<file path="src/rtl/axi_lite_io_slave.sv">
// rtl/axi_lite_io_slave.sv - AXI4-Lite responder bridging core IO accesses to UART RX/TX byte FIFOs
// 0x0 read pops RX, 0x4 write pushes TX, 0x8 read is status; full/empty stalls the response.

module axi_lite_io_slave #(
  parameter int FIFO_DEPTH_LOG2 = 4
) (
  input  logic        CLK,
  input  logic        RST,
  input  logic [3:0]  S_AXI_AWADDR,
  input  logic        S_AXI_AWVALID,
  output logic        S_AXI_AWREADY,
  input  logic [31:0] S_AXI_WDATA,
  input  logic [3:0]  S_AXI_WSTB,
  input  logic        S_AXI_WVALID,
  output logic        S_AXI_WREADY,
  output logic [1:0]  S_AXI_BRESP,
  output logic        S_AXI_BVALID,
  input  logic        S_AXI_BREADY,
  input  logic [3:0]  S_AXI_ARADDR,
  input  logic        S_AXI_ARVALID,
  output logic        S_AXI_ARREADY,
  output logic [31:0] S_AXI_RDATA,
  output logic [1:0]  S_AXI_RRESP,
  output logic        S_AXI_RVALID,
  input  logic        S_AXI_RREADY,
  input  logic [7:0]  RX_TDATA,
  input  logic        RX_TVALID,
  output logic        RX_TREADY,
  output logic [7:0]  TX_TDATA,
  output logic        TX_TVALID,
  input  logic        TX_TREADY
);

  localparam int DEPTH = 1 << FIFO_DEPTH_LOG2;
  localparam int PW    = FIFO_DEPTH_LOG2 + 1;
  localparam logic [1:0] RESP_OKAY   = 2'b00;
  localparam logic [1:0] RESP_SLVERR = 2'b10;

  typedef enum logic [1:0] {W_IDLE, W_EXEC, W_RESP} w_state_t;
  typedef enum logic [1:0] {R_IDLE, R_WAIT, R_RESP} r_state_t;

  w_state_t w_state, w_next;
  r_state_t r_state, r_next;

  logic [7:0]    rx_mem [DEPTH];
  logic [PW-1:0] rx_wr_ptr, rx_rd_ptr, rx_count;
  logic          rx_empty, rx_full, rx_push, rx_pop;
  logic [7:0]    rx_head;

  logic [7:0]    tx_mem [DEPTH];
  logic [PW-1:0] tx_wr_ptr, tx_rd_ptr, tx_count;
  logic          tx_empty, tx_full, tx_push, tx_pop;

  logic          aw_held, w_held, wstb0_q;
  logic [3:0]    awaddr_q;
  logic [7:0]    wdata_q;
  logic [1:0]    bresp_q;
  logic          aw_hs, w_hs, wr_is_tx, w_stall;

  logic          ar_hs;
  logic [31:0]   rdata_q, status_word;
  logic [1:0]    rresp_q;

  logic          unused_wbits;
  assign unused_wbits = ^{S_AXI_WDATA[31:8], S_AXI_WSTB[3:1]};

  // Pointers carry one extra bit so equal low bits can be told apart as full or empty.
  assign rx_count  = rx_wr_ptr - rx_rd_ptr;
  assign rx_empty  = (rx_wr_ptr == rx_rd_ptr);
  assign rx_full   = (rx_count == PW'(DEPTH));
  assign rx_head   = rx_mem[rx_rd_ptr[FIFO_DEPTH_LOG2-1:0]];
  assign rx_push   = RX_TVALID && !rx_full && !RST;
  assign RX_TREADY = !rx_full && !RST;

  assign tx_count  = tx_wr_ptr - tx_rd_ptr;
  assign tx_empty  = (tx_wr_ptr == tx_rd_ptr);
  assign tx_full   = (tx_count == PW'(DEPTH));
  assign TX_TDATA  = tx_mem[tx_rd_ptr[FIFO_DEPTH_LOG2-1:0]];
  assign TX_TVALID = !tx_empty && !RST;
  assign tx_pop    = TX_TVALID && TX_TREADY;

  always_ff @(posedge CLK) begin
    if (RST) begin
      rx_wr_ptr <= '0;
      rx_rd_ptr <= '0;
    end else begin
      if (rx_push) begin
        rx_mem[rx_wr_ptr[FIFO_DEPTH_LOG2-1:0]] <= RX_TDATA;
        rx_wr_ptr <= rx_wr_ptr + PW'(1);
      end
      if (rx_pop) rx_rd_ptr <= rx_rd_ptr + PW'(1);
    end
  end

  always_ff @(posedge CLK) begin
    if (RST) begin
      tx_wr_ptr <= '0;
      tx_rd_ptr <= '0;
    end else begin
      if (tx_push) begin
        tx_mem[tx_wr_ptr[FIFO_DEPTH_LOG2-1:0]] <= wdata_q;
        tx_wr_ptr <= tx_wr_ptr + PW'(1);
      end
      if (tx_pop) tx_rd_ptr <= tx_rd_ptr + PW'(1);
    end
  end

  assign aw_hs    = S_AXI_AWVALID && S_AXI_AWREADY;
  assign w_hs     = S_AXI_WVALID && S_AXI_WREADY;
  assign wr_is_tx = (awaddr_q == 4'h4);
  // A full TX FIFO still takes the byte when the transmitter drains one in the same cycle.
  assign w_stall  = wr_is_tx && tx_full && !tx_pop;
  assign tx_push  = (w_state == W_EXEC) && !w_stall && wr_is_tx && wstb0_q;

  always_ff @(posedge CLK) begin
    if (RST) w_state <= W_IDLE;
    else     w_state <= w_next;
  end

  always_comb begin
    w_next = w_state;
    case (w_state)
      W_IDLE:  if ((aw_held || aw_hs) && (w_held || w_hs)) w_next = W_EXEC;
      W_EXEC:  if (!w_stall) w_next = W_RESP;
      W_RESP:  if (S_AXI_BREADY) w_next = W_IDLE;
      default: w_next = W_IDLE;
    endcase
  end

  always_comb begin
    S_AXI_AWREADY = 1'b0;
    S_AXI_WREADY  = 1'b0;
    S_AXI_BVALID  = 1'b0;
    if (!RST) begin
      S_AXI_AWREADY = (w_state == W_IDLE) && !aw_held;
      S_AXI_WREADY  = (w_state == W_IDLE) && !w_held;
      S_AXI_BVALID  = (w_state == W_RESP);
    end
  end
  assign S_AXI_BRESP = bresp_q;

  always_ff @(posedge CLK) begin
    if (RST) begin
      aw_held  <= 1'b0;
      w_held   <= 1'b0;
      awaddr_q <= '0;
      wdata_q  <= '0;
      wstb0_q  <= 1'b0;
      bresp_q  <= RESP_OKAY;
    end else begin
      if (aw_hs) begin
        aw_held  <= 1'b1;
        awaddr_q <= S_AXI_AWADDR;
      end
      if (w_hs) begin
        w_held  <= 1'b1;
        wdata_q <= S_AXI_WDATA[7:0];
        wstb0_q <= S_AXI_WSTB[0];
      end
      if (w_state == W_EXEC && !w_stall)
        bresp_q <= wr_is_tx ? RESP_OKAY : RESP_SLVERR;
      if (w_state == W_RESP && S_AXI_BREADY) begin
        aw_held <= 1'b0;
        w_held  <= 1'b0;
      end
    end
  end

  assign ar_hs       = S_AXI_ARVALID && S_AXI_ARREADY;
  assign status_word = {16'b0, 8'(rx_count), 6'b0, tx_full, !rx_empty};
  assign rx_pop      = !rx_empty && !RST &&
                       ((r_state == R_IDLE && ar_hs && S_AXI_ARADDR == 4'h0) ||
                        (r_state == R_WAIT));

  always_ff @(posedge CLK) begin
    if (RST) r_state <= R_IDLE;
    else     r_state <= r_next;
  end

  always_comb begin
    r_next = r_state;
    case (r_state)
      R_IDLE:  if (ar_hs) r_next = (S_AXI_ARADDR == 4'h0 && rx_empty) ? R_WAIT : R_RESP;
      R_WAIT:  if (!rx_empty) r_next = R_RESP;
      R_RESP:  if (S_AXI_RREADY) r_next = R_IDLE;
      default: r_next = R_IDLE;
    endcase
  end

  always_comb begin
    S_AXI_ARREADY = 1'b0;
    S_AXI_RVALID  = 1'b0;
    if (!RST) begin
      S_AXI_ARREADY = (r_state == R_IDLE);
      S_AXI_RVALID  = (r_state == R_RESP);
    end
  end
  assign S_AXI_RDATA = rdata_q;
  assign S_AXI_RRESP = rresp_q;

  always_ff @(posedge CLK) begin
    if (RST) begin
      rdata_q <= '0;
      rresp_q <= RESP_OKAY;
    end else if (r_state == R_IDLE && ar_hs) begin
      case (S_AXI_ARADDR)
        4'h0: if (!rx_empty) begin
          rdata_q <= {24'b0, rx_head};
          rresp_q <= RESP_OKAY;
        end
        4'h8: begin
          rdata_q <= status_word;
          rresp_q <= RESP_OKAY;
        end
        default: begin
          rdata_q <= '0;
          rresp_q <= RESP_SLVERR;
        end
      endcase
    end else if (r_state == R_WAIT && !rx_empty) begin
      rdata_q <= {24'b0, rx_head};
      rresp_q <= RESP_OKAY;
    end
  end

endmodule

</file>
<file path="config.mk">
export PLATFORM = sky130hd
export DESIGN_NAME = axi_lite_io_slave
export DESIGN_NICKNAME = d
export VERILOG_FILES = /design/src/rtl/axi_lite_io_slave.sv
export SDC_FILE = /design/constraint.sdc
export NUM_CORES = 1
export LEC_CHECK = 0
export CORE_MARGIN = 1.5
export CORE_UTILIZATION = 55
export CTS_CLUSTER_DIAMETER = 30
export DETAILED_ROUTE_END_ITERATION = 10
export PLACE_DENSITY_LB_ADDON = 0.3
export SYNTH_ARGS = -nofsm -noshare
export SYNTH_HDL_FRONTEND = slang
export SYNTH_SLANG_ARGS = --single-unit
</file>
<file path="constraint.sdc">
create_clock -name CLK -period 7 [get_ports CLK]
set_clock_uncertainty 0.05 [all_clocks]
set_input_delay 1.4 -clock CLK [delete_from_list [all_inputs] [get_ports CLK]]
set_output_delay 1.4 -clock CLK [all_outputs]
set_load 0.05 [all_outputs]
</file>
==> results.toml, run 1 <==
[status]
status = "completed"

[routing]
routedWlPerCell_um = 21.8
dr_total_vias = 7201
vias_per_cell = 5.84
drc = 0
ant_nets = 0
drtPass1Iterations = 5
drt_iter0_markers = 568
totalWireLength_mm = 26.9

[setup_path]
critPathLaunchType = "flop"
critPathCaptureType = "output port"
rrSetupSlack_ps = 3100
cp.arrival_ps = 3480
required_ps = 5550
r2r-start = "tx_wr_ptr[2]"
crit_type = "flop to output port"
crit_fanout = 19

[layout]
syn_to_final_growth_pct = 20.4
layout_commonest_cell = "edfxtp_1"
drive_gt1_share_pct = 21.2
fill_cells = 1506
final_cell_mix = "edfxtp_1, clkdlybuf4s50_1, dfxtp_1, mux4_2, clkbuf_16"
antenna_cells = 0
nets = 951

[grt]
antenna_found_initial = 0
grt_pass1_vias = 7451
grt_max_degree = 58
track_usage_pct = 22.5
grt_first_pass_wirelength_mm = 41.6
overflow = 0

[floorplan]
die_x_um = 158
initial_core_util_pct = 56.0
dieArea_sq_mm = 0.0249
die_h_um = 158
rows = 56
design.core.area_sq_mm = 0.0235
io_pins = 112

[synth]
async_flop_share_pct = 0
synth-seq-cells = 318
synth_cell_types = 63
ys.warnings.count = 0
synth.cell_area_sq_mm = 0.0132
avgSynthCellArea_sq_um = 17.1
ys.flop_type = "edfxtp_1"
synth_edf_count = 256
yosysSeqAreaShare_pct = 67.9
syn_inst = 767

[sta]
fin_crit_sh_pct = 70.5
tns_ps = 0
max_freq_ghz = 0.203
rsz0062_at_grt = "no"
finalSetupViolations = 0
slew_viol_final = 0
report.final.hold_viol_count = 0
slew_headroom_pct = 18.8
tightest_slew_ps = 1210
min_period_ps = 4930

[clock_tree]
post-cts-setup-buffers = 0
cts_buffers = 51
clock_sinks = 318
clockRootBuffer = "clkbuf_16"
clock_latency_ps = 560
cts_hold_buf = 0
cts_tree = "yes"
ctsResizeCount = 0
cts_buffer_depth = 3
htreeDepth = 2
clk_pin_slew_ps = 50

[power]
powerDensity_mw_per_mm2 = 305
p_leak_nw = 5.20
power_w = 0.00482
ir_drop_v = 0.000281

[min_path]
hp-class = "flop to flop"
hold_start = "awaddr_q[3]"

[placement]
routabilityCongestion = 0.890
hpwl_mm = 16.8
numPortBuffers = 63

[run]
drv_cap = 0
synthesized netlist by cell type (all sizes together) (10+ instances only):
master  number  area (sq um)
nand3       18          90.1
a21oi       33           176
ha          18           225
inv         19          71.3
clkbuf      23           149
dfxtp       62          1240
edfxtp     256          7690
nand2       44           165
mux4        78          1830
nor2        34           128
buf         38           312
nor3        20           100
o21ai       10          50.0
nor4        13           113
critical path, stage by stage (launching register included):
cell and delay (ps):
dfxtp_2 650, buf_4 450, mux4_2 610, mux4_2 490, clkdlybuf4s50_1 720
per-layer routing:
layer,global-route usage (%),vias up,part of all wire [%]
li1,-,3241,-
met1,28.5,3645,40
met2,39.5,257,53
met3,3.59,58,5.1
met4,7.68,0,2.3
met5,0,-,0
where the power goes:
part | leakage [nW] | switching, W | total [W] | internal, W
clock | 0.863 | 0.000901 | 0.00259 | 0.00169
sequential | 2.81 | 0.0000224 | 0.00208 | 0.00206
combinational | 1.52 | 0.000105 | 0.000156 | 0.0000504
total | 5.20 | 0.00103 | 0.00482 | 0.00379
stage by stage:
step,util (%),instance area (sq um),worst slack (ps),hold WS (ps),std cells
floorplan,-,13200,2940,382,787
global placement,59.7,14000,2300,388,1136
detailed placement,59.7,14000,2260,404,1136
CTS,67.4,15800,1950,409,1232
global route,67.5,15800,1860,438,1233
finish,67.5,15800,2070,409,1233
sequential cells by signal (all words and copies together) (netlist names), 2 cells and up, named ones only:
name,cells
S_AXI_RDATA,13
awaddr_q,4
r_state,2
rx_mem,128
rx_rd_ptr,5
rx_wr_ptr,5
tx_mem,128
tx_rd_ptr,5
tx_wr_ptr,5
w_state,2
wdata_q,8
kinds of logic after synthesis:
kind of cell / Yosys count / synth area share, %
simple gates: 173 / 6.84
flops: 318 / 67.9
fa+ha+maj: 19 / 1.86
buf+inv: 80 / 4.04
mux: 82 / 14.2
xor+xnor: 14 / 0.932
other cells: 1 / 0.0285
compound gates: 80 / 4.17
path summary, 6_finish.rpt:
check,to,cells past startpoint
hold / removal,awaddr_q[3],2
setup reg to reg,tx_mem[13][6],7
hold reg to reg,awaddr_q[3],2
setup / recovery,TX_TDATA[5],4
layout make-up:
class	instances	area [sq um]	share of cell area, %
Sequential cell	318	8930	56.4
Clock inverter	35	469	2.96
Clock buffer	61	1340	8.49
Tap cell	319	399	2.52
Inverter	19	71.3	0.450
Multi-Input combinational cell	389	3770	23.8
Timing Repair Buffer	92	843	5.33
Note: power is estimated with default switching activity, not from simulation.
==> run 2: changes to the inputs <==
==> constraint.sdc (replaced) <==
create_clock -name CLK -period 4.8 [get_ports CLK]
set_clock_uncertainty 0.05 [all_clocks]
set_input_delay 0.96 -clock CLK [delete_from_list [all_inputs] [get_ports CLK]]
set_output_delay 0.96 -clock CLK [all_outputs]
set_load 0.05 [all_outputs]
==> results.toml, run 2 (synthesis gave the netlist of run 1 again) <==
[clock_tree]
cts_buffer_depth = 3
post-cts-setup-buffers = 0
clock_sinks = 318
ctsResizeCount = 0
clockRootBuffer = "clkbuf_16"
cts_buffers = 49
cts_hold_buf = 0
htreeDepth = 2
cts_tree = "yes"
clk_pin_slew_ps = 50
clock_latency_ps = 570

[grt]
grt_first_pass_wirelength_mm = 41.3
track_usage_pct = 22.2
grt_pass1_vias = 7552
antenna_found_initial = 0
grt_max_degree = 34
overflow = 0

[routing]
routedWlPerCell_um = 21.4
drtPass1Iterations = 5
vias_per_cell = 5.81
ant_nets = 0
drt_iter0_markers = 520
dr_total_vias = 7200
totalWireLength_mm = 26.6
drc = 0

[placement]
numPortBuffers = 63
routabilityCongestion = 0.867
hpwl_mm = 16.6
place_ws_ps = 809

[layout]
final_cell_mix = "edfxtp_1, clkdlybuf4s50_1, dfxtp_1, mux4_2, clkbuf_16"
syn_to_final_growth_pct = 20.7
antenna_cells = 0
multi_input_area_sq_mm = 0.00377
layout_commonest_cell = "edfxtp_1"
postLayoutCoreUtil_pct = 67.6
nets = 960
fill_cells = 1519
drive_gt1_share_pct = 22.0
regArea_sq_mm = 0.00893

[sta]
fin_crit_sh_pct = 92.7
fin_ws_ps = 352
slew_viol_final = 0
min_period_ps = 4450
report.final.hold_viol_count = 0
slew_headroom_pct = 31.8
rsz0062_at_grt = "no"
whs_ps = 418
tns_ps = 0
finalSetupViolations = 0
tightest_slew_ps = 1020
max_freq_ghz = 0.225

[floorplan]
initial_core_util_pct = 56.0
die_h_um = 158
design.core.area_sq_mm = 0.0235
die_x_um = 158
io_pins = 112
dieArea_sq_mm = 0.0249
rows = 56

[power]
ir_drop_v = 0.000326
p_sw_w = 0.00153
powerDensity_mw_per_mm2 = 438
pwr-share-seq_pct = 43.5
p_int_w = 0.00543
p_leak_nw = 5.23
clockPowerShare_pct = 53.2
combPwrFrac_pct = 3.3
switching_share_pct = 22.0

[setup_path]
required_ps = 3790
crit_fanout = 11
critPathLaunchType = "flop"
crit_type = "flop to output port"
critPathCaptureType = "output port"
cp.arrival_ps = 3440

[status]
status = "completed"

[run]
drv_cap = 0

[min_path]
hp-class = "flop to flop"
[run 2: final timing paths]
kind,from,endpoint,slack (ps),cells after the start
max reg2reg,tx_wr_ptr[2],tx_mem[15][2],910,8
max,rx_wr_ptr[0],RX_TREADY,350,11
min reg2reg,awaddr_q[0],awaddr_q[0],420,2
min,awaddr_q[0],awaddr_q[0],420,2
[run 2: metrics by stage]
step | instances | cell area [sq um] | total power (W)
4_1_cts | 1240 | 15900 | 0.00701
3_3_place_gp | 1148 | 14100 | 0.00330
6_report | 1240 | 15900 | 0.00696
3_5_place_dp | 1148 | 14100 | 0.00331
5_1_grt | 1240 | 15900 | 0.00714
2_1_floorplan | 787 | 13200 | 0.00323
[run 2: worst max-delay path, cell delays in order (launching register included)]
cell and delay (ps):
dfxtp_1 350, inv_1 120, ha_1 190, inv_1 60, fa_1 410, a21o_1 210, a21oi_1 170, xnor2_1 110
a2111oi_1 290, buf_4 230, nor2_1 50, clkdlybuf4s50_1 700
[run 2: routing by layer]
metal  wire [um]  global-route usage [%]  up-vias
met5           0                       0        -
met4         812                    8.58        0
met3        1430                    4.16       61
met2       13900                    39.5      234
met1       10400                    26.9     3654
li1            -                       -     3251
[run 2: power groups by stage]
stage | Clock [W] | Combinational [W] | Sequential, W
floorplan | 0 | 0.000149 | 0.00308
global placement | 0 | 0.000217 | 0.00308
detailed placement | 0 | 0.000226 | 0.00308
CTS | 0.00375 | 0.000228 | 0.00303
global route | 0.00386 | 0.000247 | 0.00303
finish | 0.00370 | 0.000229 | 0.00303
[run 2: final cells by class]
cell class,instances,area share [%]
multi-input combinational,389,23.8
timing repair buffer,103,5.83
tap,319,2.51
inverter,19,0.449
sequential,318,56.3
clock inverter,43,3.44
clock buffer,49,7.72
